[config.mk]
export PLATFORM = sky130hd
export DESIGN_NAME = imm_gen_pipe
export DESIGN_NICKNAME = d
export VERILOG_FILES = /design/src/rtl/legv8_imm_pkg.sv /design/src/rtl/imm_decode.sv /design/src/rtl/imm_gen_pipe.sv
export SDC_FILE = /design/constraint.sdc
export NUM_CORES = 1
export LEC_CHECK = 0
export ABC_AREA = 1
export CORE_ASPECT_RATIO = 0.9
export CORE_MARGIN = 1
export CORE_UTILIZATION = 59
export DETAILED_ROUTE_END_ITERATION = 10
export PLACE_DENSITY = 0.86
export SYNTH_ARGS = -nofsm -noshare
export SYNTH_HDL_FRONTEND = slang
export SYNTH_SLANG_ARGS = --single-unit
[constraint.sdc]
create_clock -name clk -period 6.4 [get_ports clk]
set_input_delay 0.64 -clock clk [delete_from_list [all_inputs] [get_ports clk]]
set_output_delay 0.64 -clock clk [all_outputs]
set_load 0.01 [all_outputs]
[src/rtl/legv8_imm_pkg.sv]
// Shared types and opcode constants for the LEGv8 immediate generator.
package legv8_imm_pkg;

    // Instruction format decoded from the opcode field
    typedef enum logic [2:0] {
        FMT_NONE = 3'd0,
        FMT_D    = 3'd1,
        FMT_CB   = 3'd2,
        FMT_B    = 3'd3,
        FMT_I    = 3'd4,
        FMT_IW   = 3'd5
    } fmt_t;

    // Opcodes, each sized to the field they are matched against
    localparam logic [10:0] OP_LDUR = 11'h7C2;  // instr[31:21]
    localparam logic [10:0] OP_STUR = 11'h7C0;  // instr[31:21]
    localparam logic [7:0]  OP_CBZ  = 8'hB4;    // instr[31:24]
    localparam logic [7:0]  OP_CBNZ = 8'hB5;    // instr[31:24]
    localparam logic [5:0]  OP_B    = 6'h05;    // instr[31:26]
    localparam logic [5:0]  OP_BL   = 6'h25;    // instr[31:26]
    localparam logic [9:0]  OP_ADDI = 10'h244;  // instr[31:22]
    localparam logic [9:0]  OP_SUBI = 10'h344;  // instr[31:22]
    localparam logic [8:0]  OP_MOVZ = 9'h1A5;   // instr[31:23]

    // Widest supported immediate; narrower builds use the low bits only
    localparam int IMM_W_MAX = 64;

    // What one pipeline stage carries
    typedef struct packed {
        logic [IMM_W_MAX-1:0] imm;
        fmt_t                 fmt;
        logic                 illegal;
    } payload_t;

endpackage

[src/rtl/imm_decode.sv]
// Combinational LEGv8 immediate decoder: picks the format from the opcode,
// extracts the immediate field and sign/zero-extends it to N bits.
module imm_decode
    import legv8_imm_pkg::*;
#(
    parameter int N = 64
) (
    input  logic [31:0]  instr,
    output logic [N-1:0] imm,
    output fmt_t         fmt,
    output logic         illegal
);

    // MOVZ shift amount in bits (16 * hw), wide enough to compare against N
    logic [6:0]   iw_shift;
    logic [N-1:0] iw_field;

    assign iw_shift = {1'b0, instr[22:21], 4'b0000};
    assign iw_field = N'(instr[20:5]);

    // Priority opcode match; branch offsets stay in instruction units
    always_comb begin
        imm     = '0;
        fmt     = FMT_NONE;
        illegal = 1'b0;
        if (instr[31:21] == OP_LDUR || instr[31:21] == OP_STUR) begin
            fmt = FMT_D;
            imm = {{(N-9){instr[20]}}, instr[20:12]};
        end else if (instr[31:24] == OP_CBZ || instr[31:24] == OP_CBNZ) begin
            fmt = FMT_CB;
            imm = {{(N-19){instr[23]}}, instr[23:5]};
        end else if (instr[31:26] == OP_B || instr[31:26] == OP_BL) begin
            fmt = FMT_B;
            imm = {{(N-26){instr[25]}}, instr[25:0]};
        end else if (instr[31:22] == OP_ADDI || instr[31:22] == OP_SUBI) begin
            fmt = FMT_I;
            imm = N'(instr[21:10]);
        end else if (instr[31:23] == OP_MOVZ) begin
            fmt = FMT_IW;
            // A halfword slot beyond the result width cannot be represented
            if (iw_shift >= 7'(N)) begin
                illegal = 1'b1;
            end else begin
                imm = iw_field << iw_shift;
            end
        end else begin
            illegal = 1'b1;
        end
    end

endmodule

[src/rtl/imm_gen_pipe.sv]
// Pipelined LEGv8 immediate generator: decode once, then carry the result
// through STAGES valid/ready registers with a synchronous flush.
module imm_gen_pipe
    import legv8_imm_pkg::*;
#(
    parameter int N      = 64,
    parameter int STAGES = 2
) (
    input  logic         clk,
    input  logic         reset,
    input  logic         flush,
    input  logic         in_valid,
    output logic         in_ready,
    input  logic [31:0]  instr,
    output logic         out_valid,
    input  logic         out_ready,
    output logic [N-1:0] imm,
    output fmt_t         fmt,
    output logic         illegal
);

    logic [N-1:0] dec_imm;
    fmt_t         dec_fmt;
    logic         dec_illegal;
    payload_t     dec_payload;

    logic [STAGES-1:0] v;
    logic [STAGES-1:0] mv;
    payload_t          stage_data [STAGES];

    imm_decode #(.N(N)) u_decode (
        .instr   (instr),
        .imm     (dec_imm),
        .fmt     (dec_fmt),
        .illegal (dec_illegal)
    );

    assign dec_payload.imm     = IMM_W_MAX'(dec_imm);
    assign dec_payload.fmt     = dec_fmt;
    assign dec_payload.illegal = dec_illegal;

    // Move signals, resolved from the output back toward the input so a full
    // pipeline can still advance while the consumer accepts
    always_comb begin
        mv = '0;
        mv[STAGES-1] = v[STAGES-1] && out_ready;
        for (int k = STAGES - 2; k >= 0; k--) begin
            mv[k] = v[k] && (!v[k+1] || mv[k+1]);
        end
    end

    // Combinational from out_ready through the move chain; no skid buffer
    assign in_ready = !v[0] || mv[0];

    generate
        for (genvar gi = 0; gi < STAGES; gi++) begin : g_stage
            logic     v_reg;
            logic     load;
            payload_t data_reg;
            payload_t src;

            if (gi == 0) begin : g_first
                assign load = in_valid && in_ready;
                assign src  = dec_payload;
            end else begin : g_chain
                assign load = mv[gi-1];
                assign src  = stage_data[gi-1];
            end

            // Occupancy: flush empties every stage, otherwise fill/drain
            always_ff @(posedge clk or posedge reset) begin
                if (reset) begin
                    v_reg <= 1'b0;
                end else if (flush) begin
                    v_reg <= 1'b0;
                end else if (load) begin
                    v_reg <= 1'b1;
                end else if (mv[gi]) begin
                    v_reg <= 1'b0;
                end
            end

            // Payload: only the output stage is scrubbed on flush so the
            // visible outputs return to their idle values
            always_ff @(posedge clk or posedge reset) begin
                if (reset) begin
                    data_reg <= '0;
                end else if (flush && gi == STAGES - 1) begin
                    data_reg <= '0;
                end else if (load) begin
                    data_reg <= src;
                end
            end

            assign v[gi]          = v_reg;
            assign stage_data[gi] = data_reg;
        end

        if (N < IMM_W_MAX) begin : g_trim
            logic unused_hi;
            assign unused_hi = ^stage_data[STAGES-1].imm[IMM_W_MAX-1:N];
        end
    endgenerate

    assign out_valid = v[STAGES-1];
    assign imm       = stage_data[STAGES-1].imm[N-1:0];
    assign fmt       = stage_data[STAGES-1].fmt;
    assign illegal   = stage_data[STAGES-1].illegal;

endmodule

==> results.cfg, run 1 <==
[logic_synthesis]
synth_nets = 1026
synth_most_common_cell = nand3_1
synthCells = 989
syn_area_um2 = 7290
avgSynthCellArea_um2 = 7.37
synthArstFlopShare_pct = 100
synth_cell_type_count = 22
ys_seq_area_share_pct = 47.4
synth_top_area_cell = dfrtp_1
synth.top_cell.area_share_pct = 47.4
synthTopCellsByArea = dfrtp_1, nand3_1, nand2_1
synthFlopType = dfrtp_1
synth_edf_count = 0
yosysWarnings = 0
synth-seq-cells = 138
synth_common_cells = nand3_1, nand2_1, dfrtp_1

[sta]
finalHoldViolations = 0
finClkSkew_ps = 8.72
layout_min_cycle_time_ps = 3000
fmax_ghz = 0.334
max-slew-margin-rel_pct = 16.6
min_period_over_period_pct = 46.8
hold_ws_ps = 482
setup_viol_count_final = 0
rsz0062_at_grt = no
setup_tns_ps = 0
slew_viol_final = 0
tightest_slew_ps = 1250

[clocking]
cts_tree = built
cts_buffer_depth = 2
post_cts_buffers = 0
cts-buffers-inserted = 17
clkTransAtPathRegs_ps = 60
clk_latency_ps = 420
htreeDepth = 4
cts_resized = 0
cts_hold_buffers = 0
root_buffer = clkbuf_16
clock-sinks = 138

[floorplanning]
start_util_pct = 60.6
num_io_pins = 107
dieArea_um2 = 12800
core-area_um2 = 12000
placementRows = 38
die_w_um = 119
dieHeight_um = 107

[route]
wl_um = 19000
vias = 6958
drc_errors = 0
avgViaCountPerCell = 5.72
drt-pass1-iter-count = 6
drt_iter0_drc = 698
wl_per_cell_um = 15.6
antenna_left = 0

[global_routing]
grt_pass1_wl_um = 31900
gr-total-overflow = 0
first_global_vias = 6427
grt_usage_pct = 31.8
antenna_found_initial = 0
grt_max_degree = 76

[worst_setup_path]
critical-path-slowest-cell = nand3_2
r2r_cells = 6
cp-start-kind = primary input
path_class = primary input to flip-flop
path_cells = clkdlybuf4s50_1, inv_2, buf_4, nand3_2, o21ai_0
cp.required_ps = 6690
reg2reg_from = g_stage[0].v_reg
setup.worst_path.end_class = flip-flop
rr_endpoint = g_stage[0].data_reg[0]
startpoint = flush
critPathMaxStageDelay_ps = 1020
cp.arrival_ps = 3290
regToRegSetupSlack_ps = 3930
crit_fanout = 69

[power]
cellPowerDensity_nw_per_um2 = 237
ir_drop_mv = 0.140
leakagePower_nw = 4.26

[finish]
antenna_cells = 0
stdcell_area_um2 = 8830
largest_reg_flops = 68
fin_nets = 1082
drive_gt1_share_pct = 5.58
area_delta_synth_final_pct = 21.1
fill_cells = 957

[placed_design]
place_congestion = 1.00
hpwlAfterDp_um = 12500
place_area_um2 = 8250
port_buffers = 106

[run_status]
status = completed

[worst_hold_path]
whs_path_depth = 2
hold_path.class = flip-flop to flip-flop
worstHoldStart = g_stage[0].data_reg[45]
min_to = g_stage[0].data_reg[45]

[run]
drv_cap = 0
==> how the worst max path moves through the flow <==
stage / to / slack (ps)
finish: imm[51] / 3400
global route: imm[8] / 3060
CTS: imm[51] / 3380
detailed placement: imm[30] / 2980
global placement: imm[7] / 3070
floorplan: fmt[0] / 2060
==> logic make-up after synthesis <==
group / Yosys count / share of synthesized area (%)
AOI/OAI and AO/OA: 120 / 8.29
buffers and inverters: 164 / 9.85
DFF: 138 / 47.4
and+or+nand+nor: 567 / 34.5
==> worst max-delay path, delay by kind of cell <==
kind / cells / cell delay (ps)
AOI/OAI and AO/OA: 1 / 540
buffers and inverters: 3 / 1070
and+or+nand+nor: 1 / 1020
==> per-layer routing <==
metal / track usage (%) / up-vias / share of wire, % / wire length (µm)
met5: 0 / - / 0 / 0
met4: 11.3 / 0 / 1.9 / 364
met1: 44.2 / 3288 / 44 / 8260
li1: - / 3335 / - / -
met2: 50.4 / 295 / 47 / 8990
met3: 5.35 / 40 / 7.2 / 1360
==> through the flow <==
step           util [%]  std cells  power, mW  setup WS, ps
5_1_grt            73.4       1217       2.16          3060
2_1_floorplan         -        989       1.04          2060
4_1_cts            73.4       1217       2.10          3380
6_report           73.4       1217       2.09          3400
3_5_place_dp       68.6       1186       1.12          2980
3_3_place_gp       68.6       1186       1.12          3070
==> cell usage in the layout (no fill, tap or decap) <==
cell type / synthesis / layout
a31oi_1: 1 / 1
clkdlybuf4s50_1: 0 / 106
nand3_2: 0 / 1
inv_2: 6 / 6
nand2_1: 180 / 179
clkbuf_8: 0 / 3
o21ai_0: 68 / 68
clkbuf_1: 27 / 2
inv_6: 0 / 2
o21ai_1: 3 / 3
nor2_1: 135 / 133
o21bai_1: 1 / 1
inv_1: 81 / 80
nand4_1: 8 / 8
clkinvlp_4: 0 / 4
buf_4: 7 / 8
clkbuf_16: 0 / 17
a21oi_1: 47 / 47
dfrtp_1: 138 / 138
nor2_8: 1 / 1
nand4_4: 1 / 1
nor2_4: 4 / 6
nand2_2: 3 / 4
nor2_2: 2 / 2
clkinv_2: 0 / 1
nand3_1: 233 / 232
bufinv_16: 0 / 2
inv_4: 0 / 1
==> cell type report <==
class	count	area [µm²]	area share, %
sequential	138	3450	39.1
multi-input combinational	687	3140	35.6
timing repair buffer	114	1120	12.7
clock buffer	22	474	5.37
inverter	87	329	3.73
tap	160	200	2.27
clock inverter	9	113	1.27
==> power breakdown <==
group | switching [mW] | leakage, nW | internal [mW]
Clock | 0.378 | 0.275 | 0.604
Sequential | 0.0143 | 1.88 | 0.897
Combinational | 0.134 | 2.10 | 0.0630
Total | 0.527 | 4.26 | 1.56
Power figures use the tool's default switching activity.
==> run 2: changes to the inputs <==
- CORE_UTILIZATION: 59 -> 55
- PLACE_DENSITY: 0.86 -> 0.81
- clock period: 6.4 -> 3.1 ns (I/O delays scaled with it)
==> run 2 against run 1 <==
Worst hold slack got worse by 150 ps. Critical path depth fell by 2. Combinational power rose by 110%. Register-to-register slack got worse by 2900 ps. Clock power up 110%. Die area is 7.1% higher. Sequential power increased by 110%. Worst setup slack worse by 2400 ps. Non-clock buffer count increased by 10. First-iteration DRC count decreased by 3.3%. Critical path type is now flip-flop to flip-flop. Critical endpoint is now imm[61].
==> results.cfg, run 2 (synthesized netlist as in run 1, its figures left out) <==
[clocking]
root_buffer = clkbuf_16
clk_latency_ps = 420
cts_tree = built
clkTransAtPathRegs_ps = 60
cts-buffers-inserted = 17
clock-sinks = 138
htreeDepth = 4
cts_buffer_depth = 2
cts_hold_buffers = 0
cts_resized = 0
post_cts_buffers = 0

[placed_design]
hpwlAfterDp_um = 12600
port_buffers = 106
pre_cts_slack_ps = 618
dp_cells = 1200
place_congestion = 1.01

[global_routing]
grt_pass1_wl_um = 31500
first_global_vias = 6336
grt_max_degree = 69
antenna_found_initial = 0
gr-total-overflow = 0
grt_usage_pct = 29.4

[sta]
max-slew-margin-rel_pct = 26.1
layout_min_cycle_time_ps = 2090
setup_tns_ps = 0
rsz0062_at_grt = no
hold_ws_ps = 334
min_period_over_period_pct = 67.3
fmax_ghz = 0.480
setup_viol_count_final = 0
finalHoldViolations = 0
finClkSkew_ps = 4.59
slew_viol_final = 0
tightest_slew_ps = 1110
worst_slack_ps = 1010

[power]
leakagePower_nw = 4.33
cellPowerDensity_nw_per_um2 = 481
ir_drop_mv = 0.351

[floorplanning]
placementRows = 39
die_w_um = 123
core-area_um2 = 12800
num_io_pins = 107
start_util_pct = 56.8
dieHeight_um = 111
dieArea_um2 = 13700

[route]
wl_per_cell_um = 15.2
wl_um = 18800
drt-pass1-iter-count = 7
drt_iter0_drc = 675
avgViaCountPerCell = 5.65
antenna_left = 0
vias = 6966
drc_errors = 0

[worst_setup_path]
cp.required_ps = 3390
cp.arrival_ps = 2380
cp-start-kind = flip-flop
critPathMaxStageDelay_ps = 840
setup.worst_path.end_class = flip-flop
regToRegSetupSlack_ps = 1010
path_class = flip-flop to flip-flop
crit_fanout = 68
path_cells = nand2_1, nand3_2, o21ai_0
r2r_cells = 3
critical-path-slowest-cell = nand3_2

[finish]
fin_cells = 1232
most-common-layout-cells = nand3_1, nand2_1, dfrtp_1
area_delta_synth_final_pct = 23.1
fill_cells = 1076
multi_input_area_um2 = 3140
seqCellArea_um2 = 3450
antenna_cells = 0
drive_gt1_share_pct = 6.46
largest_reg_flops = 68
fin_nets = 1092
layout_commonest_cell = nand3_1

[worst_hold_path]
hold_path.class = primary input to asynchronous set/reset pin

[run]
drv_cap = 0

[run_status]
status = completed
==> run 2: changes by cell type in the layout (fill, tap and decap cells not counted), sizes merged <==
cell,previous run,this run
clkbuf,22,23
inv,89,88
clkinvlp,4,3
buf,8,18
clkinv,1,3
==> run 2: final timing paths <==
path / start / endpoint
min in group clk: in_valid / g_stage[0].v_reg
worst max-delay path: out_valid / imm[61]
worst min register to register: g_stage[0].data_reg[19] / g_stage[0].data_reg[19]
max in group asynchronous: reset / g_stage[0].data_reg[12]
worst min-delay path: reset / imm[39]
worst max register to register: out_valid / imm[61]
==> run 2: where the power goes <==
group          internal, mW  switching (mW)  leakage (nW)
clock network          1.25           0.765         0.284
logic                 0.143           0.280          2.16
registers              1.85          0.0285          1.88
==> run 2: layout make-up <==
type	instances	share of cell area (%)
Tap cell	164	2.29
Timing Repair Buffer	124	14.0
Multi-Input combinational cell	687	35.0
Inverter	87	3.68
Sequential cell	138	38.5
Clock inverter	9	1.24
Clock buffer	23	5.32
==> run 2: worst max-delay path, delay by kind of cell (launching register included) <==
family / cells / cell delay, ps
compound gates: 1 / 570
flops: 1 / 400
simple gates: 2 / 980
==> run 2: metrics by stage <==
stage	utilization [%]	power (mW)	area, µm²
global placement	65.4	2.32	8390
global route	70.0	4.48	8980
finish	70.0	4.32	8980
detailed placement	65.4	2.33	8390
floorplan	-	2.15	7300
CTS	70.0	4.34	8980
==> run 2: layer usage <==
layer  GRT usage, %  routed length (µm)  vias up
met5              0                   0        -
met3           7.46                1460       46
met4           11.1                 423        0
met2           42.3                8570      314
li1               -                   -     3363
met1           42.5                8320     3243
